==> src/rtl/operator_frame_tx.sv <==
// operator_frame_tx: captures one TKEO/ED/ASO/ADO sample per strobe and streams it as a byte frame.
// Define OPFRAME_CHECKSUM_EN to append an XOR checksum byte (15-byte frame instead of 14).
module operator_frame_tx #(
    parameter int         OUT_BITS  = 29,
    parameter logic [7:0] SYNC_BYTE = 8'hA5
) (
    input  logic                clk,
    input  logic                rst,
    input  logic                sample_valid,
    input  logic [OUT_BITS-1:0] tkeo_in,
    input  logic [OUT_BITS-1:0] ed_in,
    input  logic [15:0]         aso_in,
    input  logic [15:0]         ado_in,
    output logic [7:0]          tx_data,
    output logic                tx_valid,
    input  logic                tx_ready,
    output logic                tx_last,
    output logic                busy,
    output logic [7:0]          drop_cnt
);

`ifdef OPFRAME_CHECKSUM_EN
    localparam int N = 15;
`else
    localparam int N = 14;
`endif
    localparam int         FW       = 8 * N;
    localparam int         PW       = 8 * 14;
    localparam logic [3:0] LAST_IDX = 4'(N - 1);

    typedef enum logic {IDLE, SEND} state_t;

    state_t        state, state_nxt;
    logic [3:0]    idx, idx_nxt;
    logic [7:0]    seq;
    logic [PW-1:0] payload;
    logic [FW-1:0] frame_q, frame_nxt;
    logic          hs, last_hs, accept, drop;

    function automatic logic [7:0] sat_inc8(input logic [7:0] v);
        return (v == 8'hFF) ? v : v + 8'd1;
    endfunction

    function automatic logic [7:0] byte_at(input logic [FW-1:0] f, input logic [3:0] i);
        return 8'(f >> (8 * (N - 1 - int'(i))));
    endfunction

`ifdef OPFRAME_CHECKSUM_EN
    // XOR of bytes 1..13; the sync byte is excluded.
    function automatic logic [7:0] xor_bytes(input logic [PW-1:0] p);
        logic [7:0] acc;
        acc = 8'h00;
        for (int k = 1; k < 14; k++) begin
            acc ^= 8'(p >> (8 * (13 - k)));
        end
        return acc;
    endfunction
`endif

    assign payload = {SYNC_BYTE, seq, 32'(tkeo_in), 32'(ed_in), aso_in, ado_in};
    assign hs      = tx_valid & tx_ready;
    assign last_hs = hs && (idx == LAST_IDX);
    assign accept  = sample_valid && ((state == IDLE) || last_hs);
    assign drop    = sample_valid && !accept;

    always_comb begin
        state_nxt = state;
        idx_nxt   = idx;
        frame_nxt = frame_q;
        if (accept) begin
            state_nxt = SEND;
            idx_nxt   = '0;
`ifdef OPFRAME_CHECKSUM_EN
            frame_nxt = {payload, xor_bytes(payload)};
`else
            frame_nxt = payload;
`endif
        end else if (hs) begin
            if (last_hs) begin
                state_nxt = IDLE;
                idx_nxt   = '0;
            end else begin
                idx_nxt = idx + 4'd1;
            end
        end
    end

    // Stage boundary: control state and registered stream outputs
    always_ff @(posedge clk or negedge rst) begin
        if (!rst) begin
            state    <= IDLE;
            idx      <= '0;
            seq      <= '0;
            drop_cnt <= '0;
            tx_valid <= 1'b0;
            tx_last  <= 1'b0;
            tx_data  <= '0;
        end else begin
            state    <= state_nxt;
            idx      <= idx_nxt;
            if (sample_valid) seq <= seq + 8'd1;
            if (drop) drop_cnt <= sat_inc8(drop_cnt);
            tx_valid <= (state_nxt == SEND);
            tx_last  <= (state_nxt == SEND) && (idx_nxt == LAST_IDX);
            tx_data  <= (state_nxt == SEND) ? byte_at(frame_nxt, idx_nxt) : 8'h00;
        end
    end

    // Stage boundary: frame shadow register (data path, not reset)
    always_ff @(posedge clk) begin
        frame_q <= frame_nxt;
    end

    assign busy = tx_valid;

endmodule

==> config.mk <==
export PLATFORM = sky130hd
export DESIGN_NAME = operator_frame_tx
export DESIGN_NICKNAME = d
export VERILOG_FILES = /design/src/rtl/operator_frame_tx.sv
export SDC_FILE = /design/constraint.sdc
export NUM_CORES = 1
export LEC_CHECK = 0
export ABC_CLOCK_PERIOD_IN_PS = 5470
export CELL_PAD_IN_SITES_DETAIL_PLACEMENT = 0
export CELL_PAD_IN_SITES_GLOBAL_PLACEMENT = 1
export CORE_ASPECT_RATIO = 0.6
export CORE_MARGIN = 2
export CORE_UTILIZATION = 50
export CTS_CLUSTER_DIAMETER = 50
export DETAILED_ROUTE_END_ITERATION = 8
export DONT_BUFFER_PORTS = 1
export GPL_TIMING_DRIVEN = 0
export HOLD_SLACK_MARGIN = 0.05
export PLACE_DENSITY = 0.95
export SYNTH_ARGS = -nofsm -noshare
export SYNTH_HDL_FRONTEND = slang
export SYNTH_SLANG_ARGS = --single-unit
==> constraint.sdc <==
create_clock -name clk -period 5.47 [get_ports clk]
set_clock_uncertainty 0.15 [all_clocks]
set_input_delay 0.547 -clock clk [delete_from_list [all_inputs] [get_ports clk]]
set_output_delay 0.547 -clock clk [all_outputs]
set_load 0.01 [all_outputs]
# [After elaboration in Yosys (flattened, before gate mapping)]
# Cells that the tools add are included.
[totals] wordCells=33 input_bits=94 output_inout_bits=19 reg_bits=142
[op_classes] shifts=1 addsub=4 n_bitwise=3 reduce_logical=7 n_mux=8 n_eq_ne=3
[op_table] op="112-bit 2-to-1 mux" count=1
[op_table] op="112-bit by 32-bit right shift with 8-bit output" count=1
[op_table] op="8-bit by 1-bit adder with 8-bit output, second input constant" count=2
[op_table] op="4-bit 2-to-1 mux" count=3
[op_table] op="4-bit == test, second input constant" count=2
[op_table] op="8-bit == test, second input constant" count=1
[op_table] op="8-bit 2-to-1 mux" count=1
[op_table] op="4-bit by 4-bit subtractor with 5-bit output, first input constant" count=1
[op_table] op="4-bit by 1-bit adder with 4-bit output, second input constant" count=1
[op_table] op="1-bit logical AND" count=4
[op_table] op="1-bit 2-to-1 mux" count=3
[op_table] op="1-bit inverter" count=2
[op_table] op="2-bit AND reduction" count=1
[op_table] op="1-bit AND" count=1
[op_table] op="1-bit logical NOT" count=1
[op_table] op="1-bit logical OR" count=1

# [Longest topological paths before layout]
[depth] word_depth=8 mapped_depth=13 depth_no_buf=11

# [Least setup slack after synthesis]
# OpenSTA, ideal clock, no wires.
[synth_timing] kind="register to register" from="reg idx[1]" to="reg tx_data[5]" setup_time_ns=0.111 t_arrival_ns=2.941 t_required_ns=5.209 path_buffers=3 stages_incl_launch_ff=13 period_less_slack_ns=3.202 slack_ns=2.268 path_cell_list="dfrtp_1 > inv_1 > ha_1 > and3_1 > buf_4 > o32ai_4 > clkbuf_1 > ha_1 > clkbuf_1 > a311oi_2 > a21oi_1 > o21a_1 > a2111oi_2"
[synth_via] elab_chain_cells=8 word_cells_on_any_way=15 cone_classes="add/sub (2); eq/ne (1); shift (1); mux (8); reduce/logical (3)"
[synth_lines] element="start: declaration" line="34" source="logic [3:0] idx, idx_nxt;"
[synth_lines] element="start signal: assignment" line="100" source="idx <= idx_nxt;"
[synth_lines] element="branches (longest 4 deep; another with 4-bit by 1-bit adder with 4-bit output)"
[synth_lines] element="4-bit 2-to-1 mux (*)" line="70" source="if (accept) begin"
[synth_lines] element="named net idx_nxt[1]" line="34"
[synth_lines] element="4-bit by 4-bit subtractor with 5-bit output (*)" line="45" source="return 8'(f >> (8 * (N - 1 - int'(i))));"
[synth_lines] element="112-bit by 32-bit right shift with 8-bit output (*)" line="45"
[synth_lines] element="8-bit 2-to-1 mux (*)" line="105" source="tx_data <= (state_nxt == SEND) ? byte_at(frame_nxt, idx_nxt) : 8'h00;"
[synth_lines] element="end signal: assignment" line="105"
[synth_lines] element="end: declaration" line="14" source="output logic [7:0] tx_data,"
# Mark *: on every way through the listed nets, which the timed path passes.
# A chain may end at the register's enable or synchronous reset.

# [Final worst setup path]
[layout_timing] from="reg idx[1]" to="reg tx_data[6]"
# Same word-level chain as after synthesis.

==> summary.md <==
| Metric | Value |
|---|---|
| Status | complete, no violations |
| Post-CTS Setup Bufs | 0 |
| WP data arrival | 4.65 ns |
| Final ANT Viol Nets | 0 |
| Leading cell type in the layout, fill and taps excluded | nand2_1 |
| MaxCap Viol Count | 0 |
| Synth warn | 0 |
| FP Rows | 31 |
| Wire length per cell | around 21 um |
| Placer Congestion | around 0.97 |
| Setup crit start kind | flop |
| NumNets Final | about 910 |
| Global-route wire length before repair | roughly 32,000 um |
| # fillers | ~1,100 |
| Die Area | 0.0136 mm2 |
| Post-synthesis sequential area ratio | 0.474 |
| Drt first-iter violations | approximately 680 |
| RSZ-0062 raised after global routing | false |
| Tcrit/Tclk final | 0.830 |
| Worst endpoint required time | 5.57 ns |
| Mapped Cells | 792 |
| Initial antenna violation count | 0 |
| I/O Pins | 113 |
| Leak | 3.25 nW |
| Buffers & Inverters on Critical Path | 4 |
| R2R Path End | tx_data[6] |
| Vias in the first global route | 5,604 |
| Actual slew at the worst max-slew pin | 0.827 ns |
| Cell at the slowest stage of the critical path | o32ai_4 |
| Total length of routed wires | 20,800 um |
| CTS tree | done |
| Die span in y | 91.1 um |
| Core area | approximately 0.012 mm2 |
| Top FF cell, synth | dfxtp_1 |
| CTS H-tree depth | 4 |
| Final setup viols | 0 |
| Commonest cells after routing, fill and taps aside | nand2_1 (351), dfxtp_1 (112), nor2_1 (32) |
| Top delay family on crit path | buffers and inverters |
| CP Max Fanout | 11 |
| Crit end category | flop |
| Share of layout cells above drive strength 1 | 0.0920 |
| Worst r2r src | idx[1] |
| Crit-path cells | inv_1 > ha_1 > and3_1 > buf_4 > o32ai_4 > clkbuf_1 > ha_1 > clkbuf_1 > nand2_1 > a221oi_1 > a21oi_1 > nand3_1 > a221oi_1 |
| Synth unique cells | 61 |
| Setup_tns | 0 ns |
| DR vias | 5,799 |
| Reg2Reg Setup Slack | 0.93 ns |
| Clk slew on worst S/H paths | around 0.06 ns |
| Post-Place Setup Slack | 1.16 ns |
| Peak VDD IR | about 0.00025 V |
| Worst hold stages | 2 |
| Area contributors post-synth | dfxtp_1 (35%), nand2_1 (21%), dfrtp_1 (12%) |
| Async SR Flop Fraction | 0.211 |
| Initial DRT Pass Iterations | 5 |
| Final setup margin | about 0.93 ns |
| Bufs on Longest Clock Path | 2 |
| Number of instances resized during post-cts repair | 0 |
| Critical path depth | 13 |
| Avg Inst Size Synth | 7.98 um2 |
| Rel. slew slack | 0.449 |
| Reg2Reg Depth | 13 |
| Post-DP HPWL | 15,100 um |
| Area leader, netlist | dfxtp_1 |
| Starting density of the core | 0.519 |
| Grt ovf | 0 |
| Pins Over Slew Limit | 0 |
| Net Count, Synth | 892 |
| Hold Path Sink | frame_q[66] |
| Worst Setup Path Type | reg -> reg |
| Die W | 149 um |
| Vias per cell | between 5 and 6 |
| Flop and latch count out of synthesis | 142 |
| Number of antenna diodes | 0 |
| Fmax | 220 MHz |
| PD cells | 690 mW/mm2 |
| Post-synth EDFFs | 0 |
| Root buf cell | clkbuf_16 |
| Hold path start | tkeo_in[2] |
| Final hold viol count | 0 |
| Critical path's largest stage delay | 0.65 ns |
| IO buf count | 0 |
| CTS buffer count | 17 |
| Largest net degree at the start of global routing | 31 |
| Layout area overhead | 12.7% |
| Mapped cell area | 0.00632 mm2 |
| Clock Sinks | 142 |
| Fin crit period | 4.54 ns |
| Yosys top cell area share | 0.355 |
| Hold_buf cts | 2 |
| Tot GR Track Use | 0.318 |
| HP Class | in -> reg |
| DRC viols | 0 |
| Insertion delay to the later sink of the worst-skew pair | 0.42 ns |
stage by stage:
stage | area, um2 | cells | util | hold slack, ns | total power [mW]
after detailed placement | 6530 | 957 | 0.536 | 0.102 | 3.71
after global routing | 7120 | 991 | 0.585 | 0.0682 | 5.19
after global placement | 6530 | 957 | 0.536 | 0.102 | 3.64
after CTS | 7120 | 991 | 0.585 | 0.0677 | 4.83
after floorplan | 6320 | 792 | - | 0.101 | 3.08
final | 7120 | 991 | 0.585 | 0.0736 | 4.91
cells by family (layout without fill, tap and decap cells):
logic type,after synthesis,in the layout,share of synthesized area
XOR/XNOR,16,16,0.0251
AND/OR/NAND/NOR,444,444,0.286
adder cells (fa/ha/maj),6,6,0.0119
flip-flops,142,142,0.474
AO/OA/AOI/OAI,115,115,0.135
buffers and inverters,53,87,0.0406
multiplexers,16,16,0.0271
layer usage:
metal / track usage / vias up / wire length, um / part of all wire
met5: 0 / - / 0 / 0
met4: 0.129 / 0 / 638 / 0.031
met3: 0.109 / 61 / 2830 / 0.14
met2: 0.422 / 345 / 8200 / 0.39
met1: 0.465 / 2730 / 9110 / 0.44
li1: - / 2663 / - / -
Yosys cell counts, drive strengths merged, types with 2 or more instances:
| master | n |
|---|---|
| inv | 6 |
| o211ai | 7 |
| dfxtp | 112 |
| ha | 6 |
| mux2i | 7 |
| nand4 | 9 |
| o21ai | 19 |
| o221ai | 3 |
| clkbuf | 16 |
| a22oi | 3 |
| o21a | 2 |
| a221oi | 7 |
| a21boi | 5 |
| o311ai | 2 |
| nand2b | 6 |
| a211oi | 5 |
| and3 | 7 |
| o2111ai | 2 |
| o2bb2ai | 2 |
| xnor2 | 11 |
| mux2 | 9 |
| a41oi | 2 |
| o32a | 2 |
| a31oi | 16 |
| dfrtp | 30 |
| nand2 | 353 |
| a21bo | 2 |
| nor3 | 5 |
| xor2 | 5 |
| a211o | 4 |
| nand3 | 11 |
| and2 | 15 |
| buf | 31 |
| nor2b | 2 |
| a21oi | 24 |
| nor2 | 32 |
final cells by class:
type                       count  area, um2  area share
tap                          165        206      0.0290
sequential                   142       2990       0.420
clock buffer                  26        509      0.0715
timing repair buffer           2       30.0     0.00422
clock inverter                 6       57.6     0.00808
inverter                       6       22.5     0.00316
buffer                        47        234      0.0329
multi-input combinational    597       3070       0.431
how the worst max path moves through the flow:
| stage | from | endpoint |
|---|---|---|
| 2_1_floorplan | idx[1] | tx_data[5] |
| 3_3_place_gp | idx[1] | tx_data[6] |
| 3_5_place_dp | idx[1] | tx_data[6] |
| 4_1_cts | idx[1] | tx_data[6] |
| 5_1_grt | idx[0] | tx_data[6] |
| 6_report | idx[1] | tx_data[6] |
power by group:
part	leakage (nW)	internal [mW]	total, mW	switching, mW
sequential	1.31	1.49	1.82	0.327
clock	0.280	0.683	1.12	0.432
combinational	1.66	0.730	1.98	1.25
total	3.25	2.90	4.91	2.01
flip-flops by register name, summed over array words and instances, names as in the netlist:
signal    cells
drop_cnt      8
idx           4
tx_data       8
tx_last       1
frame_q     112
state         1
seq           8
No activity file was read; power rests on OpenSTA's default activity.
